### config.mk
export PLATFORM = sky130hd
export DESIGN_NAME = hazard_unit
export DESIGN_NICKNAME = d
export VERILOG_FILES = /design/src/rtl/cpu19_pkg.sv /design/src/rtl/mc_stall_fsm.sv /design/src/rtl/hazard_unit.sv
export SDC_FILE = /design/constraint.sdc
export NUM_CORES = 1
export LEC_CHECK = 0
export ABC_CLOCK_PERIOD_IN_PS = 1800
export CAP_MARGIN = 40
export CORE_ASPECT_RATIO = 1.5
export CORE_MARGIN = 3
export CORE_UTILIZATION = 34
export CTS_BUF_LIST = sky130_fd_sc_hd__clkbuf_4
export DETAILED_ROUTE_END_ITERATION = 8
export GPL_TIMING_DRIVEN = 1
export PLACE_DENSITY_LB_ADDON = 0.2
export REMOVE_ABC_BUFFERS = 1
export SLEW_MARGIN = 20
export SYNTH_ARGS = -nofsm -noshare
export SYNTH_HDL_FRONTEND = slang
export SYNTH_SLANG_ARGS = --single-unit
### constraint.sdc
create_clock -name clk -period 1.8 [get_ports clk]
set_clock_uncertainty 0.15 [all_clocks]
set_input_delay 0.27 -clock clk [delete_from_list [all_inputs] [get_ports clk]]
set_output_delay 0.27 -clock clk [all_outputs]
set_load 0.02 [all_outputs]
### src/rtl/cpu19_pkg.sv
// Shared definitions for the cpu19 pipeline hazard logic: opcodes,
// multi-cycle latencies, forwarding-select encodings, stall FSM states.
package cpu19_pkg;

    localparam logic [4:0] OP_MUL  = 5'b01100;
    localparam logic [4:0] OP_DIV  = 5'b01101;

    // Total EX occupancy of each multi-cycle operation, in cycles.
    localparam logic [4:0] LAT_MUL = 5'd4;
    localparam logic [4:0] LAT_DIV = 5'd20;

    localparam logic [1:0] FWD_REG = 2'b00;
    localparam logic [1:0] FWD_MEM = 2'b01;
    localparam logic [1:0] FWD_WB  = 2'b10;

    typedef enum logic [1:0] {
        ST_RUN  = 2'b00,
        ST_BUSY = 2'b01,
        ST_DONE = 2'b10
    } mc_state_e;

    // True when the opcode occupies EX for more than one cycle.
    function automatic logic is_mc_op(input logic [4:0] op);
        logic r;
        case (op)
            OP_MUL:  r = 1'b1;
            OP_DIV:  r = 1'b1;
            default: r = 1'b0;
        endcase
        return r;
    endfunction

    // Counter preload: the RUN cycle and the DONE cycle are not counted,
    // and BUSY lasts cnt+1 cycles, so preload is latency-3.
    function automatic logic [4:0] mc_cnt_load(input logic [4:0] op);
        logic [4:0] r;
        case (op)
            OP_MUL:  r = LAT_MUL - 5'd3;
            OP_DIV:  r = LAT_DIV - 5'd3;
            default: r = 5'd0;
        endcase
        return r;
    endfunction

    // Operand source select; the younger EX/MEM result wins over MEM/WB.
    function automatic logic [1:0] fwd_sel(
        input logic       mem_we,
        input logic [2:0] mem_dst,
        input logic       wb_we,
        input logic [2:0] wb_dst,
        input logic [2:0] src
    );
        logic [1:0] r;
        if (mem_we && (mem_dst == src)) begin
            r = FWD_MEM;
        end else if (wb_we && (wb_dst == src)) begin
            r = FWD_WB;
        end else begin
            r = FWD_REG;
        end
        return r;
    endfunction

endpackage

### src/rtl/mc_stall_fsm.sv
// Multi-cycle EX stall sequencer: RUN detects a MUL/DIV, BUSY counts down
// the remaining occupancy, DONE releases the pipeline for one cycle.
module mc_stall_fsm
    import cpu19_pkg::*;
(
    input  logic       clk,
    input  logic       rst_n,
    input  logic [4:0] ex_opcode_i,
    output logic       mc_stall_o,
    output logic       busy_o,
    output logic       done_o
);

    mc_state_e  state_q, state_d;
    logic [4:0] cnt_q, cnt_d;

    // State and counter registers, cleared asynchronously by reset.
    always_ff @(posedge clk or negedge rst_n) begin
        if (!rst_n) begin
            state_q <= ST_RUN;
            cnt_q   <= 5'd0;
        end else begin
            state_q <= state_d;
            cnt_q   <= cnt_d;
        end
    end

    // Next-state, counter update and stall/status decode.
    always_comb begin
        state_d    = state_q;
        cnt_d      = cnt_q;
        mc_stall_o = 1'b0;
        busy_o     = 1'b0;
        done_o     = 1'b0;
        case (state_q)
            ST_RUN: begin
                if (is_mc_op(ex_opcode_i)) begin
                    mc_stall_o = 1'b1;
                    cnt_d      = mc_cnt_load(ex_opcode_i);
                    state_d    = ST_BUSY;
                end else begin
                    state_d    = ST_RUN;
                end
            end
            ST_BUSY: begin
                mc_stall_o = 1'b1;
                busy_o     = 1'b1;
                if (cnt_q == 5'd0) begin
                    state_d = ST_DONE;
                end else begin
                    cnt_d   = cnt_q - 5'd1;
                end
            end
            ST_DONE: begin
                done_o  = 1'b1;
                state_d = ST_RUN;
            end
            default: begin
                state_d = ST_RUN;
                cnt_d   = 5'd0;
            end
        endcase
    end

endmodule

### src/rtl/hazard_unit.sv
// Pipeline hazard unit: operand forwarding, load-use stall, taken-branch
// flush and multi-cycle EX stall control.
module hazard_unit
    import cpu19_pkg::*;
(
    input  logic       clk,
    input  logic       rst_n,
    input  logic [2:0] ID_rs,
    input  logic [2:0] ID_rt,
    input  logic [4:0] EX_opcode,
    input  logic       EX_memread,
    input  logic       EX_regdist,
    input  logic [2:0] EX_rs,
    input  logic [2:0] EX_rt,
    input  logic [2:0] EX_rd,
    input  logic       MEM_regwrite,
    input  logic [2:0] MEM_dst,
    input  logic       WB_regwrite,
    input  logic [2:0] WB_dst,
    input  logic       branch_taken,
    output logic       pc_hold,
    output logic       ifid_hold,
    output logic       ifid_flush,
    output logic       idex_hold,
    output logic       idex_bubble,
    output logic       exmem_bubble,
    output logic [1:0] fwd_a,
    output logic [1:0] fwd_b,
    output logic       ex_busy,
    output logic       ex_done
);

    logic       mc_stall_s;
    logic       busy_s;
    logic       done_s;
    logic [2:0] ex_dst_s;
    logic       load_use_s;
    logic       branch_s;

    mc_stall_fsm u_mc_stall_fsm (
        .clk         (clk),
        .rst_n       (rst_n),
        .ex_opcode_i (EX_opcode),
        .mc_stall_o  (mc_stall_s),
        .busy_o      (busy_s),
        .done_o      (done_s)
    );

    // Forwarding selects; these stay live even while reset is asserted.
    always_comb begin
        fwd_a = fwd_sel(MEM_regwrite, MEM_dst, WB_regwrite, WB_dst, EX_rs);
        fwd_b = fwd_sel(MEM_regwrite, MEM_dst, WB_regwrite, WB_dst, EX_rt);
    end

    // Load-use and branch detection; both are ignored while EX is busy.
    always_comb begin
        ex_dst_s   = EX_regdist ? EX_rd : EX_rt;
        load_use_s = EX_memread && ((ex_dst_s == ID_rs) || (ex_dst_s == ID_rt))
                     && !busy_s;
        branch_s   = branch_taken && !busy_s;
    end

    // Front-end and pipeline-register control; a taken branch cancels the
    // load-use hold, and everything is forced low while reset is asserted.
    always_comb begin
        pc_hold      = 1'b0;
        ifid_hold    = 1'b0;
        ifid_flush   = 1'b0;
        idex_hold    = 1'b0;
        idex_bubble  = 1'b0;
        exmem_bubble = 1'b0;
        ex_busy      = 1'b0;
        ex_done      = 1'b0;
        if (rst_n) begin
            pc_hold      = mc_stall_s | (load_use_s & ~branch_s);
            ifid_hold    = mc_stall_s | (load_use_s & ~branch_s);
            ifid_flush   = branch_s;
            idex_hold    = mc_stall_s;
            idex_bubble  = load_use_s | branch_s;
            exmem_bubble = mc_stall_s;
            ex_busy      = busy_s;
            ex_done      = done_s;
        end else begin
            pc_hold      = 1'b0;
        end
    end

endmodule

==> metrics.cfg <==
[status]
status = finished with violations
violations = setup timing

[clock_network]
clkTransAtPathRegs_ns = 0.06
clockRootBuffer = clkbuf_4
clock_sinks = 7
clk_latency_ns = 0.26
cts_max_path_buffers = 2
htree_num_levels = 1
numCtsBuffers = 3
cts_tree = yes

[power]
total_power_mw = 1.575
p_sw_mw = 0.6576
pwr-share-clk_pct = 10.2
power.density_nw_per_um2 = 1083
p_int_mw = 0.9179
p_sw_share_pct = 41.74
pwr-share-seq_pct = 17.3
irDropWorstVdd_uv = 457.4
combPwrFrac_pct = 72.5
leakage_nw = 0.7201

[floorplanning]
die_h_um = 61.85
die_w_um = 43.23
dieArea_um2 = 2674
design.portCount = 45
start_util_pct = 37.17
rows = 19
core_um2 = 1902

[setup_path]
r2r_end = u_mc_stall_fsm.cnt_q[2]
crit_path_max_incr_delay_ns = 0.43
cp_num_cells = 4
critPathBufInv = 1
start_kind = flop
r2r_cells = 7
timing.rr.start = u_mc_stall_fsm.cnt_q[0]
path_class = reg -> out
critPathRequiredTime_ns = 1.38
crit_family = simple AND/OR/NAND/NOR gates
ff2ff_setup_slack_ns = 0.03
slowest_stage = or4_4
cp_cell_sequence = or4_4 > a21boi_2 > nand3b_1 > buf_6
cp_max_fo = 2
cp-startpoint = u_mc_stall_fsm.state_q[1]
worstSetupEndpointType = output port
arrival_ns = 1.53

[drt]
vias = 930
drcViolationCount = 0
firstDrtPassIters = 4
viasPerCell = 5.345
wl_per_cell_um = 14.51
drt-total-wl_mm = 2.525
drtIter0Drc = 7
ant_nets = 0

[synth]
yosysMostFrequentCell = xor2_1
synthCells = 86
synthTopCellsByCount = 10 x xor2_1, 8 x xnor2_1, 7 x dfrtp_1, 7 x nand2_1, 7 x nor2_1
yosysTopAreaCell = dfrtp_1
synth_area_leaders = dfrtp_1 25%, xor2_1 12%, xnor2_1 9.9%, mux2i_1 7.1%, nand4_1 5.3%
synth_top_area_share_pct = 24.78
yosys.cell_types.count = 31
ys_seq_elements = 7
synth_edf_count = 0
synth_area_um2 = 706.9
synth_flop_cell = dfrtp_1
ys.warnings.count = 0
ys_seq_area_share_pct = 24.78
async_flop_share_pct = 100.0
avgSynthCellArea_um2 = 8.220

[global_route]
track_usage_pct = 19.49
grt_max_degree = 7
gr-total-overflow = 0
antenna_found_initial = 0
grt_pass1_wl_mm = 3.877
grt_pass1_vias = 970

[placement]
hpwl_mm = 2.027
dp_cells = 168
port_buffers = 44
gp_congestion = 0.8571

[timing]
slew_violations = 0
fin_tns_setup_ns = -0.5289
fmax_ghz = 0.5118
finalSetupViolCount = 5
period_share_pct = 108.6
fin_crit_ns = 1.954
hold_violations = 0
rsz0062_at_grt = true
tightestPinTransition_ns = 0.2279
max_slew_margin_pct = 84.50
postLayoutSetupSlackWorst_ns = -0.1539

[worst_hold_path]
hp-class = in -> async

[cells_and_area]
areaGrowthSynthToFinish_pct = 105.8
drive_above_1_share_pct = 39.22
fin_cells = 174
nNetsFinal = 189
finalCoreUtilization_pct = 76.51
antenna_cells = 0

[run]
drv_cap = 0

worst max path at each step:
stage,slack (ns),endpoint
2_1_floorplan,-0.73,ifid_hold
3_3_place_gp,-0.82,pc_hold
3_5_place_dp,-0.85,ifid_hold
4_1_cts,-0.22,ifid_hold
5_1_grt,-0.20,pc_hold
6_report,-0.15,ifid_hold
cell families (layout without fill, tap and decap cells):
group           count (synthesis)  in the layout  share of synthesized area [%]
compound gates                 13             13                          11.50
flops                           7              7                          24.78
buf+inv                         7             74                          4.954
mux                             5              5                          7.080
simple gates                   34             34                          25.84
xor+xnor                       18             18                          22.30
fa+ha+maj                       2              2                          3.539
power by group through the flow:
| stage | logic, mW | registers, mW | clock network [mW] |
|---|---|---|---|
| final | 1.14 | 0.272 | 0.161 |
| after global routing | 1.24 | 0.278 | 0.173 |
| after CTS | 0.992 | 0.270 | 0.168 |
| after detailed placement | 0.922 | 0.268 | 0 |
| after global placement | 0.900 | 0.265 | 0 |
| after floorplan | 0.418 | 0.273 | 0 |
worst register-to-register path, delay by kind of cell (launching register included):
family	cells	cell delay, ns
simple gates	1	0.48
fa+ha+maj	1	0.13
flops	1	0.38
compound gates	3	0.34
buf+inv	2	0.22
placed cells by master, fill, tap and decap left out, drive strengths merged, types with 6 or more instances in the layout:
cell type	synthesis	final
nand2	7	7
clkdlybuf4s50	0	14
nor2	7	7
buf	3	33
xor2	10	10
dlymetal6s2s	0	6
xnor2	8	8
nand4	6	6
dlygate4sd2	0	11
dfrtp	7	7
registers in the layout, summed over array words and instances (netlist names):
signal,flops
u_mc_stall_fsm.state_q,2
u_mc_stall_fsm.cnt_q,5
through the flow:
step | hold WS (ns) | instance area, um^2 | worst slack (ns)
after floorplan | -0.1756 | 683.2 | -0.7251
after CTS | 0.08900 | 1373 | -0.2187
final | 0.09919 | 1455 | -0.1539
after detailed placement | 0.4133 | 1308 | -0.8542
after global routing | 0.1106 | 1455 | -0.2030
after global placement | 0.4122 | 1308 | -0.8169
routing by layer:
metal / GRT usage (%) / vias to the layer above / wire, um
met2: 36.79 / 44 / 1414
met3: 3.458 / 14 / 166
met4: 15.95 / 0 / 123
met1: 18.04 / 432 / 821
li1: - / 440 / -
met5: 0 / - / 0
cell type report:
class,count,area (um^2)
Multi-Input combinational cell,72,611.8
Tap cell,21,26.28
Clock buffer,4,30.03
Fill cell,145,446.7
Timing Repair Buffer,67,600.6
Inverter,3,11.26
Sequential cell,7,175.2
timing repair:
item                                    in CTS  in global routing
hold endpoints to repair                     2                  0
endpoints found under the setup margin      16                 14
hold buffers                                 1                  0
pin swaps                                   10                 14
setup buffers                                1                  0
resized for setup                           86                 22
Power figures use the tool's default switching activity.
